==> config.mk <==
export PLATFORM = sky130hd
export DESIGN_NAME = instruction_fetch_unit
export DESIGN_NICKNAME = d
export VERILOG_FILES = /design/src/rtl/instruction_fetch_unit_pkg.sv /design/src/rtl/instruction_fetch_unit_pc_reg.sv /design/src/rtl/instruction_fetch_unit.sv
export SDC_FILE = /design/constraint.sdc
export NUM_CORES = 1
export LEC_CHECK = 0
export CAP_MARGIN = 20
export CORE_MARGIN = 2
export CORE_UTILIZATION = 39
export DETAILED_ROUTE_END_ITERATION = 8
export PLACE_DENSITY = 0.77
export SYNTH_ARGS = -nofsm -noshare
export SYNTH_HDL_FRONTEND = slang
export SYNTH_SLANG_ARGS = --single-unit
export TNS_END_PERCENT = 30
==> constraint.sdc <==
create_clock -name clk -period 2 [get_ports clk]
set_input_delay 0.2 -clock clk [delete_from_list [all_inputs] [get_ports clk]]
set_output_delay 0.2 -clock clk [all_outputs]
set_load 0.05 [all_outputs]
==> src/rtl/instruction_fetch_unit_pkg.sv <==
`default_nettype none
// ============================================================================
// Module   : instruction_fetch_unit_pkg
// Brief    : Opcode constants, NOP encoding and fetch FSM states.
// Revision : 1.0
// ============================================================================
package instruction_fetch_unit_pkg;

    localparam logic [6:0]  OPC_ITYPE  = 7'b0010011;
    localparam logic [6:0]  OPC_LOAD   = 7'b0000011;
    localparam logic [6:0]  OPC_STORE  = 7'b0100011;
    localparam logic [6:0]  OPC_BRANCH = 7'b1100011;

    localparam logic [31:0] NOP_INSTR  = 32'h0000_0013;

    typedef enum logic [1:0] {
        ST_REQ  = 2'd0,
        ST_WAIT = 2'd1,
        ST_DROP = 2'd2,
        ST_HOLD = 2'd3
    } fetch_state_e;

endpackage
`default_nettype wire

==> src/rtl/instruction_fetch_unit_pc_reg.sv <==
`default_nettype none
// ============================================================================
// Module   : fetch_pc_reg
// Brief    : Program counter with reset value, +4 step and word-aligned load.
// Revision : 1.0
// ============================================================================
module fetch_pc_reg #(
    parameter int              XLEN     = 32,
    parameter logic [XLEN-1:0] RESET_PC = '0
) (
    input  logic            clk,
    input  logic            rst,
    input  logic            inc,
    input  logic            load,
    input  logic [XLEN-1:0] load_pc,
    output logic [XLEN-1:0] pc
);

    logic [XLEN-1:0] r_pc;
    logic [XLEN-1:0] w_load_aligned;

    // Low two bits are cleared so the PC is always word aligned.
    assign w_load_aligned = load_pc & ~(XLEN'(3));

    always_ff @(posedge clk) begin
        if (rst) begin
            r_pc <= RESET_PC;
        end else if (load) begin
            r_pc <= w_load_aligned;
        end else if (inc) begin
            r_pc <= r_pc + XLEN'(4);
        end
    end

    assign pc = r_pc;

endmodule
`default_nettype wire

==> src/rtl/instruction_fetch_unit.sv <==
`default_nettype none
// ============================================================================
// Module   : instruction_fetch_unit
// Brief    : Single-outstanding fetch stage with redirect and stale-response drop.
// Revision : 1.0
// ============================================================================
module instruction_fetch_unit
    import instruction_fetch_unit_pkg::*;
#(
    parameter logic [31:0] RESET_PC = 32'h0000_0000,
    parameter int          XLEN     = 32
) (
    input  logic            clk,
    input  logic            rst,
    output logic            imem_req_valid,
    input  logic            imem_req_ready,
    output logic [XLEN-1:0] imem_req_addr,
    input  logic            imem_rsp_valid,
    input  logic [XLEN-1:0] imem_rsp_data,
    input  logic            redirect_valid,
    input  logic [XLEN-1:0] redirect_pc,
    output logic            dec_valid,
    input  logic            dec_ready,
    output logic [XLEN-1:0] dec_instruction,
    output logic [6:0]      dec_opcode,
    output logic [XLEN-1:0] dec_pc
);

    fetch_state_e    r_state;
    fetch_state_e    w_state_next;
    logic [XLEN-1:0] w_pc;
    logic            w_pc_inc;
    logic            w_dec_load;
    logic            r_dec_valid;
    logic [XLEN-1:0] r_dec_instruction;
    logic [6:0]      r_dec_opcode;
    logic [XLEN-1:0] r_dec_pc;

    fetch_pc_reg #(
        .XLEN     (XLEN),
        .RESET_PC (RESET_PC)
    ) u_pc_reg (
        .clk     (clk),
        .rst     (rst),
        .inc     (w_pc_inc),
        .load    (redirect_valid),
        .load_pc (redirect_pc),
        .pc      (w_pc)
    );

    // Gated combinationally so a soon-to-be-replaced PC never reaches memory.
    assign imem_req_valid = (r_state == ST_REQ) && !redirect_valid && !rst;
    assign imem_req_addr  = w_pc;

    always_ff @(posedge clk) begin
        if (rst) begin
            r_state <= ST_REQ;
        end else begin
            r_state <= w_state_next;
        end
    end

    always_comb begin
        w_state_next = r_state;
        w_pc_inc     = 1'b0;
        w_dec_load   = 1'b0;
        if (redirect_valid) begin
            // A response arriving alongside the redirect is the one being discarded.
            unique case (r_state)
                ST_REQ:  w_state_next = ST_REQ;
                ST_WAIT: w_state_next = imem_rsp_valid ? ST_REQ : ST_DROP;
                ST_DROP: w_state_next = imem_rsp_valid ? ST_REQ : ST_DROP;
                ST_HOLD: w_state_next = ST_REQ;
                default: w_state_next = ST_REQ;
            endcase
        end else begin
            unique case (r_state)
                ST_REQ: begin
                    if (imem_req_valid && imem_req_ready) begin
                        w_state_next = ST_WAIT;
                    end
                end
                ST_WAIT: begin
                    if (imem_rsp_valid) begin
                        w_dec_load   = 1'b1;
                        w_state_next = ST_HOLD;
                    end
                end
                ST_DROP: begin
                    if (imem_rsp_valid) begin
                        w_state_next = ST_REQ;
                    end
                end
                ST_HOLD: begin
                    if (r_dec_valid && dec_ready) begin
                        w_pc_inc     = 1'b1;
                        w_state_next = ST_REQ;
                    end
                end
                default: w_state_next = ST_REQ;
            endcase
        end
    end

    always_ff @(posedge clk) begin
        if (rst) begin
            r_dec_valid       <= 1'b0;
            r_dec_instruction <= NOP_INSTR;
            r_dec_opcode      <= OPC_ITYPE;
            r_dec_pc          <= RESET_PC;
        end else if (redirect_valid) begin
            r_dec_valid <= 1'b0;
        end else if (w_dec_load) begin
            r_dec_valid       <= 1'b1;
            r_dec_instruction <= imem_rsp_data;
            r_dec_opcode      <= imem_rsp_data[6:0];
            r_dec_pc          <= w_pc;
        end else if (w_pc_inc) begin
            r_dec_valid <= 1'b0;
        end
    end

    assign dec_valid       = r_dec_valid;
    assign dec_instruction = r_dec_instruction;
    assign dec_opcode      = r_dec_opcode;
    assign dec_pc          = r_dec_pc;

endmodule
`default_nettype wire

==> results.cfg <==
[logic_synthesis]
ys_seq_area_share_pct = 44.2
yosys.area.top_type = dfxtp_1
syn_area_mm2 = 0.00430
synthCells = 538
async_reset_ff_share_pct = 0
syn_avg_cell_area_um2 = 7.99
synth.distinct_cells = 47
synth_edf_count = 0
synthTopCellsByCount = nand2_1 (139), dfxtp_1 (95), a21oi_1 (65), clkbuf_1 (31), nor2_1 (29)
synth_top_area_share_pct = 44.2
yosys_warnings = 0
synthFlopType = dfxtp_1
synth.area.top_cells = dfxtp_1 (44%), nand2_1 (12%), a21oi_1 (7.6%), clkbuf_1 (2.7%), a311oi_1 (2.6%)
yosysMostFrequentCell = nand2_1
synth-seq-cells = 95

[detailed_routing]
drt-pass1-iter-count = 4
vias = 4523
wl_um = 13200
routedWlPerCell_um = 15.3
route.detailed.drc = 0
via_per_inst = 5.26
drt_iter0_markers = 268
postRouteAntennaNets = 0

[sta]
hold_viol = 0
fin_skew_ns = 0.00791
clock.fmax_mhz = 517
drv_slew = 0
period_needed_ns = 1.93
setup-tns-final_ns = 0
rsz0062_at_grt = true
hold_ws_ns = 0.175
finalSetupViolCount = 0
tightest_slew_ns = 0.662
fin_crit_sh_pct = 96.6
relSlewSlack_pct = 55.9
setup_ws_ns = 0.0672

[cells_and_area]
fillers = 956
stdcell_count = 860
finalNetCount = 791
stdcell_area_mm2 = 0.00656
drive_above_1_share_pct = 13.9
area_growth_syn_to_layout_pct = 52.6
postLayoutCoreUtil_pct = 60.8

[global_routing]
grt_use_total_pct = 21.5
grt_pass1_wl_um = 20200
first_global_vias = 4284
grt_start_max_net_pins = 64
grt_antenna_before_repair = 1
gr-total-overflow = 0

[min_path]
worstHoldEndpoint = dec_pc[28]$_SDFFE_PP0P_
min_from = rst
holdPathStages = 2
min_path_type = in2reg

[die]
pin_count = 175
floorplan.initialDensity_pct = 39.8
core_mm2 = 0.0108
die_area_mm2 = 0.0119
die_x_um = 109
num_rows = 38
dieHeight_um = 109

[critical_path]
arrival_ns = 2.20
regToRegSetupSlack_ns = 0.07
worstSetupPathType = reg2reg
crit_cells = 4
crit_buf_inv = 0
startpoint_type = flop
rr_startpoint = u_pc_reg.pc[7]$_SDFFE_PP0P_
slowest_stage = or4_4
rr_worst_depth = 4
worstPathMaxFanout = 9
crit_family = simple AND/OR/NAND/NOR gates
end_kind = flop
reg2reg_to = u_pc_reg.pc[27]$_SDFFE_PP0P_
path_cells = nand4_2 -> or4_4 -> or4_1 -> a311oi_2
slowest_delay_ns = 0.56
required_ns = 2.27

[clock_network]
clock-sinks = 95
insertion_delay_ns = 0.37
clockRootBuffer = clkbuf_8
cts_tree = built
cts_buffer_depth = 2
h-tree-depth = 3
clk_pin_slew_ns = 0.09
numCtsBuffers = 9

[job]
max_cap_viol_count = 0

[place]
dp_hpwl_um = 9530
routabilityCongestion = 0.869
port-buffer-count = 168
place_inst = 841
post-place-ws_ns = -0.347
placed_area_mm2 = 0.00631

[power_and_ir_drop]
power_density_mw_per_mm2 = 612
p_total_mw = 4.02
leakagePower_nw = 2.25
ir_drop_mv = 0.337

[run_status]
status = finished clean
==> where the power goes <==
part	total (mW)	internal, mW	switching [mW]
registers	2.02	1.95	0.0689
logic	0.792	0.339	0.453
clock network	1.20	0.524	0.680
==> timing repair <==
action	4_1_cts	5_1_grt
resized for setup	2	9
setup endpoints to repair	6	9
pin swaps	1	4
setup buffers	0	1
cloned	0	1
hold buffers	0	0
==> layout by cell type (no fill, tap or decap), types with 5 or more instances in the layout <==
cell	instances
and2_1	5
or4_1	11
ha_1	6
clkdlybuf4s50_1	165
dfxtp_4	9
a311oi_1	10
and4_1	8
nor2_1	29
dfxtp_2	13
clkbuf_8	11
nand3_1	14
buf_4	40
xnor2_1	5
dfxtp_1	73
a211oi_1	10
o21ai_0	7
nor3_1	7
inv_1	6
nand4_1	8
a21oi_1	65
nor4_1	5
o31ai_1	9
nand2_1	139
==> metal layers <==
layer / track usage (%) / vias up / part of all wire, %
met5: 0 / - / 0
met2: 37.2 / 144 / 50
li1: - / 2224 / -
met1: 25.7 / 2134 / 42
met4: 8.88 / 0 / 2.3
met3: 4.78 / 21 / 6.3
==> how the worst max path moves through the flow <==
stage,startpoint,end,slack (ns)
3_5_place_dp,dec_ready,u_pc_reg.pc[11]$_SDFFE_PP0P_,-0.35
5_1_grt,r_state[0]$_SDFFE_PP0P_,r_state[0]$_SDFFE_PP0P_,-0.03
4_1_cts,r_state[1]$_SDFFE_PP0P_,u_pc_reg.pc[24]$_SDFFE_PP0P_,0.01
3_3_place_gp,dec_ready,u_pc_reg.pc[27]$_SDFFE_PP0P_,-0.30
6_report,u_pc_reg.pc[7]$_SDFFE_PP0P_,u_pc_reg.pc[27]$_SDFFE_PP0P_,0.07
2_1_floorplan,r_state[1]$_SDFFE_PP0P_,u_pc_reg.pc[27]$_SDFFE_PP0P_,-0.01
==> flip-flops by register name, indices dropped and copies added, names as in the netlist <==
| register | cells |
|---|---|
| dec_valid | 1 |
| dec_instruction | 32 |
| u_pc_reg.pc | 30 |
| dec_pc | 30 |
| r_state | 2 |
==> cells by family after synthesis <==
family | after synthesis | share of synthesized area, %
other | 1 | 0.0872
and+or+nand+nor | 250 | 27.4
xor gates and xnor gates | 8 | 1.63
adders and majority gates | 7 | 2.04
AOI/OAI and AO/OA | 118 | 16.9
muxes | 1 | 0.233
buffers and inverters | 58 | 7.45
DFF | 95 | 44.2
==> layout make-up <==
cell class                      instances  area, µm²  area share [%]
Clock inverter                          4       28.8           0.439
Inverter                                8       30.0           0.458
Clock buffer                           12        155            2.36
Timing Repair Buffer                  212       2060            31.4
Antenna cell                            1       2.50          0.0381
Tap cell                              140        175            2.67
Multi-Input combinational cell        388       2160            32.9
Sequential cell                        95       1950            29.7
Note: power is estimated with default switching activity, not from simulation.
